`config.mk`:
```
export PLATFORM = sky130hd
export DESIGN_NAME = fsm_transition_sequencer_flat
export DESIGN_NICKNAME = d
export VERILOG_FILES = /design/src/rtl/fsm_transition_sequencer_if.sv /design/src/rtl/fsm_transition_sequencer.sv /design/src/flat_wrapper.sv
export SDC_FILE = /design/constraint.sdc
export NUM_CORES = 1
export LEC_CHECK = 0
export CAP_MARGIN = 30
export CORE_UTILIZATION = 49
export CTS_CLUSTER_DIAMETER = 50
export DETAILED_ROUTE_END_ITERATION = 7
export MAX_ROUTING_LAYER = met4
export PLACE_DENSITY = 0.82
export SLEW_MARGIN = 20
export SYNTH_ARGS = -nofsm -noshare
export SYNTH_HDL_FRONTEND = slang
export SYNTH_SLANG_ARGS = --single-unit
```
`constraint.sdc`:
```
create_clock -name i_ck -period 2.4 [get_ports i_ck]
set_input_delay 0.24 -clock i_ck [delete_from_list [all_inputs] [get_ports i_ck]]
set_output_delay 0.24 -clock i_ck [all_outputs]
set_load 0.01 [all_outputs]
```
`src/rtl/fsm_transition_sequencer_if.sv`:
```
// Handshake bundle between the transition sequencer and its environment.
// The master drives requester/resource/FSM-feedback inputs; the slave drives the strobes.
interface fsm_transition_sequencer_if;
    logic i_req;
    logic i_rsrcReady;
    logic i_release;
    logic i_grantActive;
    logic o_stateTransition1;
    logic o_stateTransition2;
    logic o_stateTransition3;
    logic o_stateTransition4;
    logic o_busy;
    logic o_timeout;
    logic o_desync;

    modport master (
        output i_req,
        output i_rsrcReady,
        output i_release,
        output i_grantActive,
        input  o_stateTransition1,
        input  o_stateTransition2,
        input  o_stateTransition3,
        input  o_stateTransition4,
        input  o_busy,
        input  o_timeout,
        input  o_desync
    );

    modport slave (
        input  i_req,
        input  i_rsrcReady,
        input  i_release,
        input  i_grantActive,
        output o_stateTransition1,
        output o_stateTransition2,
        output o_stateTransition3,
        output o_stateTransition4,
        output o_busy,
        output o_timeout,
        output o_desync
    );
endinterface

```
`src/rtl/fsm_transition_sequencer.sv`:
```
// Drives the request/grant FSM with single-cycle transition strobes from a shadow state,
// bounding grant hold time, enforcing a minimum revoke time and checking FSM grant feedback.
module fsm_transition_sequencer #(
    parameter int HOLD_MAX      = 16,
    parameter int REVOKE_CYCLES = 4
) (
    input logic                           i_ck,
    input logic                           i_arst,
    fsm_transition_sequencer_if.slave     bus
);
    localparam int HW = $clog2(HOLD_MAX);
    localparam int RW = $clog2(REVOKE_CYCLES + 1);

    localparam logic [1:0] S_IDLE  = 2'd0;
    localparam logic [1:0] S_REQ   = 2'd1;
    localparam logic [1:0] S_GRANT = 2'd2;
    localparam logic [1:0] S_REV   = 2'd3;

    localparam logic [HW-1:0] HOLD_LAST = HW'(HOLD_MAX - 1);
    localparam logic [RW-1:0] REV_LAST  = RW'(REVOKE_CYCLES - 1);

    logic [1:0]    r_state;
    logic [HW-1:0] r_hold;
    logic [RW-1:0] r_rev;
    logic          r_t1, r_t2, r_t3, r_t4;
    logic          r_timeout;
    logic          r_grantExp;
    logic          r_desync;

    logic [1:0]    w_next;
    logic          w_t1, w_t2, w_t3, w_t4;
    logic          w_timeout;

    always_comb begin
        w_next    = r_state;
        w_t1      = 1'b0;
        w_t2      = 1'b0;
        w_t3      = 1'b0;
        w_t4      = 1'b0;
        w_timeout = 1'b0;
        unique case (r_state)
            S_IDLE: begin
                if (bus.i_req) begin
                    w_next = S_REQ;
                    w_t1   = 1'b1;
                end
            end
            S_REQ: begin
                if (bus.i_rsrcReady) begin
                    w_next = S_GRANT;
                    w_t2   = 1'b1;
                end
            end
            S_GRANT: begin
                // A release on the limit cycle is a normal release, not a timeout.
                if (bus.i_release) begin
                    w_next = S_REV;
                    w_t3   = 1'b1;
                end else if (r_hold == HOLD_LAST) begin
                    w_next    = S_REV;
                    w_t3      = 1'b1;
                    w_timeout = 1'b1;
                end
            end
            S_REV: begin
                if (r_rev == REV_LAST && !bus.i_req) begin
                    w_next = S_IDLE;
                    w_t4   = 1'b1;
                end
            end
            default: begin
                w_next = S_IDLE;
            end
        endcase
    end

    always_ff @(posedge i_ck or posedge i_arst) begin
        if (i_arst) begin
            r_state    <= S_IDLE;
            r_hold     <= '0;
            r_rev      <= '0;
            r_t1       <= 1'b0;
            r_t2       <= 1'b0;
            r_t3       <= 1'b0;
            r_t4       <= 1'b0;
            r_timeout  <= 1'b0;
            r_grantExp <= 1'b0;
            r_desync   <= 1'b0;
        end else begin
            r_state   <= w_next;
            r_t1      <= w_t1;
            r_t2      <= w_t2;
            r_t3      <= w_t3;
            r_t4      <= w_t4;
            r_timeout <= w_timeout;

            if (w_t2) begin
                r_hold <= '0;
            end else if (r_state == S_GRANT && !w_t3) begin
                r_hold <= r_hold + HW'(1);
            end

            if (w_t3) begin
                r_rev <= '0;
            end else if (r_state == S_REV && r_rev != REV_LAST) begin
                r_rev <= r_rev + RW'(1);
            end

            // The FSM lags the shadow by one edge, so compare against a delayed copy.
            r_grantExp <= (r_state == S_GRANT);
            if (bus.i_grantActive != r_grantExp) begin
                r_desync <= 1'b1;
            end
        end
    end

    assign bus.o_stateTransition1 = r_t1;
    assign bus.o_stateTransition2 = r_t2;
    assign bus.o_stateTransition3 = r_t3;
    assign bus.o_stateTransition4 = r_t4;
    assign bus.o_busy             = (r_state != S_IDLE);
    assign bus.o_timeout          = r_timeout;
    assign bus.o_desync           = r_desync;
endmodule

```
`src/flat_wrapper.sv`:
```
// flat-port wrapper written by rule: the top's interface ports become plain ports
module fsm_transition_sequencer_flat 
#(
    parameter int HOLD_MAX      = 16,
    parameter int REVOKE_CYCLES = 4
)
  (i_ck, i_arst, bus_i_req, bus_i_rsrcReady, bus_i_release, bus_i_grantActive, bus_o_stateTransition1, bus_o_stateTransition2, bus_o_stateTransition3, bus_o_stateTransition4, bus_o_busy, bus_o_timeout, bus_o_desync);
  fsm_transition_sequencer_if bus_i ();
  input logic i_ck;
  input logic i_arst;
  input wire logic [$bits(bus_i.i_req)-1:0] bus_i_req;
  input wire logic [$bits(bus_i.i_rsrcReady)-1:0] bus_i_rsrcReady;
  input wire logic [$bits(bus_i.i_release)-1:0] bus_i_release;
  input wire logic [$bits(bus_i.i_grantActive)-1:0] bus_i_grantActive;
  output wire logic [$bits(bus_i.o_stateTransition1)-1:0] bus_o_stateTransition1;
  output wire logic [$bits(bus_i.o_stateTransition2)-1:0] bus_o_stateTransition2;
  output wire logic [$bits(bus_i.o_stateTransition3)-1:0] bus_o_stateTransition3;
  output wire logic [$bits(bus_i.o_stateTransition4)-1:0] bus_o_stateTransition4;
  output wire logic [$bits(bus_i.o_busy)-1:0] bus_o_busy;
  output wire logic [$bits(bus_i.o_timeout)-1:0] bus_o_timeout;
  output wire logic [$bits(bus_i.o_desync)-1:0] bus_o_desync;
  assign bus_i.i_req = bus_i_req;
  assign bus_i.i_rsrcReady = bus_i_rsrcReady;
  assign bus_i.i_release = bus_i_release;
  assign bus_i.i_grantActive = bus_i_grantActive;
  assign bus_o_stateTransition1 = bus_i.o_stateTransition1;
  assign bus_o_stateTransition2 = bus_i.o_stateTransition2;
  assign bus_o_stateTransition3 = bus_i.o_stateTransition3;
  assign bus_o_stateTransition4 = bus_i.o_stateTransition4;
  assign bus_o_busy = bus_i.o_busy;
  assign bus_o_timeout = bus_i.o_timeout;
  assign bus_o_desync = bus_i.o_desync;
  fsm_transition_sequencer #(.HOLD_MAX(HOLD_MAX), .REVOKE_CYCLES(REVOKE_CYCLES)) u_core (.i_ck(i_ck), .i_arst(i_arst), .bus(bus_i));
endmodule
```
==> impl_results.rst <==
.. list-table::
   :header-rows: 1

   * - Metric
     - Value
   * - Run status
     - finished, final reports clean
   * - Initial antenna violation count
     - 0
   * - Pre-antenna DRT Iters
     - 4
   * - Area growth, synth to finish
     - 22.8%
   * - Largest registers
     - u_core.r_hold (4), u_core.r_rev (3), u_core.r_state (2)
   * - Chip height
     - 41.2 um
   * - Crit start category
     - register
   * - Largest register by flop count
     - u_core.r_hold
   * - Net count after synthesis
     - 81
   * - Slew at the pin closest to its max-slew limit
     - 610 ps
   * - Final Hold Violating Endpoints
     - 0
   * - Mean cell area of the mapped netlist
     - 11.1 um2
   * - Clock period minus worst slack
     - 1840 ps
   * - Placer's final routability congestion estimate
     - 0.765
   * - Relative slew slack
     - between 50% and 60%
   * - Fillers
     - between 100 and 150
   * - Worst-Skew Late Latency
     - 280 ps
   * - Number of vias per cell
     - 5.10
   * - Number of pins exceeding their max-slew limit in the final report
     - 0
   * - Buffer depth of the longest clock path
     - 2
   * - CTS tree
     - built
   * - F_max
     - 0.542 GHz
   * - Number of synthesized register bits
     - 16
   * - Post-Syn Area
     - roughly 750 um2
   * - Share of the clock period used by the worst path
     - about three quarters
   * - Drc violations
     - 0
   * - DIE WIDTH
     - 41.2 um
   * - Async set-reset flop share out of synthesis
     - 100%
   * - CTS Buf Count
     - 3
   * - Congestion Overflow GR
     - 0
   * - Post-synth top area cell
     - sky130_fd_sc_hd__dfrtp_1
   * - Share of synthesized area occupied by flip-flops and latches
     - between 50% and 60%
   * - CTS HTree Levels
     - 1
   * - Clock sink total
     - 16
   * - Area share of the largest cell type after synthesis
     - 53.2%
   * - Via Count
     - 500
   * - Post-route insts no fill
     - 98
   * - RSZ-0062 raised after global routing
     - false
   * - Critical Path RT
     - between 2000 and 2500 ps
   * - All-layer global routing usage
     - 19.7%
   * - Power per unit of standard cell area
     - 1090 mW/mm2
   * - Via count of the first global-routing pass
     - ~530
   * - Largest register FFs
     - 4
   * - Placed insts
     - 94
   * - Maximum number of pins on one net before global-route repair
     - 17
   * - Arrival time at the worst endpoint
     - 1600 ps
   * - Leak Pwr
     - around 0.45 nW
   * - Post-cts gate resize count
     - 0
   * - DP Wirelength
     - slightly below 1 mm
   * - Maximum fanout along the worst path
     - 4
   * - Top post-synthesis cells by area
     - sky130_fd_sc_hd__dfrtp_1, sky130_fd_sc_hd__ha_1, sky130_fd_sc_hd__nor2_1
   * - Final setup fails
     - 0
   * - Root cell of the clock tree
     - sky130_fd_sc_hd__clkbuf_4
   * - Antenna-violating nets left
     - 0
   * - Detailed-route wire length per cell
     - roughly 13 um
   * - Most used DFF post-synth
     - sky130_fd_sc_hd__dfrtp_1
   * - Total Nets Final
     - 97
   * - Number of enable-type register cells in the synthesized netlist
     - 0
   * - Sum of routed wire length over all layers
     - 1.25 mm
   * - Worst setup EP type
     - output pin
   * - Drt first-iter violations
     - 10
   * - Maximum ir drop on the vdd rail
     - approximately 0.00072 V
   * - Core area
     - 0.00137 mm2
   * - Share of final-layout standard cells stronger than drive strength 1
     - ~6%
   * - Post-CTS clock slew at the launch and capture registers of the worst setup and hold paths
     - 90 ps
   * - Number of library cell types mapped by synthesis
     - 23
   * - Maxcap violations
     - 0
   * - Post-CTS Setup Repair Bufs
     - 0
   * - Ant diodes
     - 0
   * - Standard-cell rows
     - 13
   * - Number of cells produced by synthesis
     - 68
   * - Worst clock skew
     - 5.96 ps
   * - Worst hold path class
     - input pin to async pin
   * - Top-level I/O count
     - 13
   * - Sum of negative setup slack
     - 0 ps
   * - Full die area
     - around 0.0017 mm2
   * - Number of buffers added to fix hold violations after cts
     - 0
   * - Area occupied by registers
     - 400 um2
   * - Number of buffers added on ports
     - 12
   * - Crit path kind
     - register to output pin
   * - Yosys Warn Count
     - 0
   * - Area taken by multi-input logic gates
     - 323 um2
   * - Starting density of the core
     - between 50% and 60%
   * - Global-route wire length before repair
     - 2.06 mm
placed cells by master, fill, tap and decap left out, types with 2 or more instances in the layout:
cell | Yosys | routed
sky130_fd_sc_hd__nand3_1 | 3 | 3
sky130_fd_sc_hd__inv_1 | 7 | 7
sky130_fd_sc_hd__xnor2_1 | 3 | 3
sky130_fd_sc_hd__dfrtp_1 | 16 | 16
sky130_fd_sc_hd__nor3_1 | 2 | 2
sky130_fd_sc_hd__nor2_1 | 8 | 8
sky130_fd_sc_hd__and2_1 | 2 | 2
sky130_fd_sc_hd__nand2_1 | 2 | 2
sky130_fd_sc_hd__ha_1 | 7 | 7
sky130_fd_sc_hd__clkdlybuf4s50_1 | 0 | 12
sky130_fd_sc_hd__and2b_1 | 2 | 2
sky130_fd_sc_hd__clkbuf_4 | 0 | 3
sky130_fd_sc_hd__a21oi_1 | 2 | 2
sky130_fd_sc_hd__nand2b_1 | 3 | 3
cell families (layout without fill, tap and decap cells):
family,count (synthesis),after routing,share of synthesized area [%]
compound gates,7,7,7.14
fa+ha+maj,7,7,11.6
flops,16,16,53.2
simple gates,24,24,16.6
mux,2,2,2.82
xor+xnor,4,4,4.65
buf+inv,8,23,3.99
worst paths after layout:
kind                                                 start                                       to  slack (ps)  cells past startpoint
min in group i_ck          u_core.bus.o_desync$_DFFE_PP0P_          u_core.bus.o_desync$_DFFE_PP0P_         500                      1
hold reg to reg            u_core.bus.o_desync$_DFFE_PP0P_          u_core.bus.o_desync$_DFFE_PP0P_         500                      1
hold / removal                                      i_arst            u_core.r_state[1]$_DFFE_PP0P_         320                      2
setup reg to reg             u_core.r_state[0]$_DFFE_PP0P_            u_core.r_state[1]$_DFFE_PP0P_         590                      6
max in group asynchronous                           i_arst  u_core.bus.o_stateTransition4$_DFF_PP0_        1680                      2
setup / recovery             u_core.r_state[0]$_DFFE_PP0P_                               bus_o_busy         560                      4
cell usage after synthesis, types with 2 or more instances:
| library cell | number |
|---|---|
| sky130_fd_sc_hd__dfrtp_1 | 16 |
| sky130_fd_sc_hd__nor2_1 | 8 |
| sky130_fd_sc_hd__ha_1 | 7 |
| sky130_fd_sc_hd__inv_1 | 7 |
| sky130_fd_sc_hd__nand2b_1 | 3 |
| sky130_fd_sc_hd__nand3_1 | 3 |
| sky130_fd_sc_hd__xnor2_1 | 3 |
| sky130_fd_sc_hd__a21oi_1 | 2 |
| sky130_fd_sc_hd__and2_1 | 2 |
| sky130_fd_sc_hd__and2b_1 | 2 |
| sky130_fd_sc_hd__nand2_1 | 2 |
| sky130_fd_sc_hd__nor3_1 | 2 |
layout make-up:
| cell class | count | share of cell area (%) |
|---|---|---|
| Sequential cell | 16 | 43.3 |
| Multi-Input combinational cell | 44 | 34.9 |
| Inverter | 7 | 2.84 |
| Clock buffer | 4 | 3.92 |
| Tap cell | 15 | 2.03 |
| Timing Repair Buffer | 12 | 13.0 |
through the flow:
step                power (W)  hold WS (ps)  instance area (um2)  utilization (%)  worst slack [ps]
floorplan            0.000711           154                  753                -               761
global placement     0.000810           448                  888             65.0               654
detailed placement   0.000839           486                  888             65.0               589
CTS                   0.00101           341                  925             67.7               552
global route          0.00109           410                  925             67.7               478
finish                0.00101           324                  925             67.7               556
routing by layer:
metal | track usage, % | vias up | share of wire, %
met5 | - | - | 0
met4 | 13.7 | 0 | 1.2
li1 | - | 256 | -
met3 | 4.89 | 2 | 4.2
met1 | 22.7 | 231 | 48
met2 | 29.7 | 11 | 47
power breakdown:
part           switching [W]  leakage, nW  total, W  internal [W]
registers          0.0000620        0.204  0.000421      0.000359
clock network      0.0000808       0.0210  0.000173     0.0000922
logic               0.000208        0.220  0.000416      0.000208
total               0.000351        0.445   0.00101      0.000660
worst max-delay path: stages (launching register included):
cell	delay, ps
sky130_fd_sc_hd__dfrtp_1	410
sky130_fd_sc_hd__inv_1	80
sky130_fd_sc_hd__ha_1	240
sky130_fd_sc_hd__inv_1	70
sky130_fd_sc_hd__clkdlybuf4s50_1	520
No activity file was read; power rests on OpenSTA's default activity.
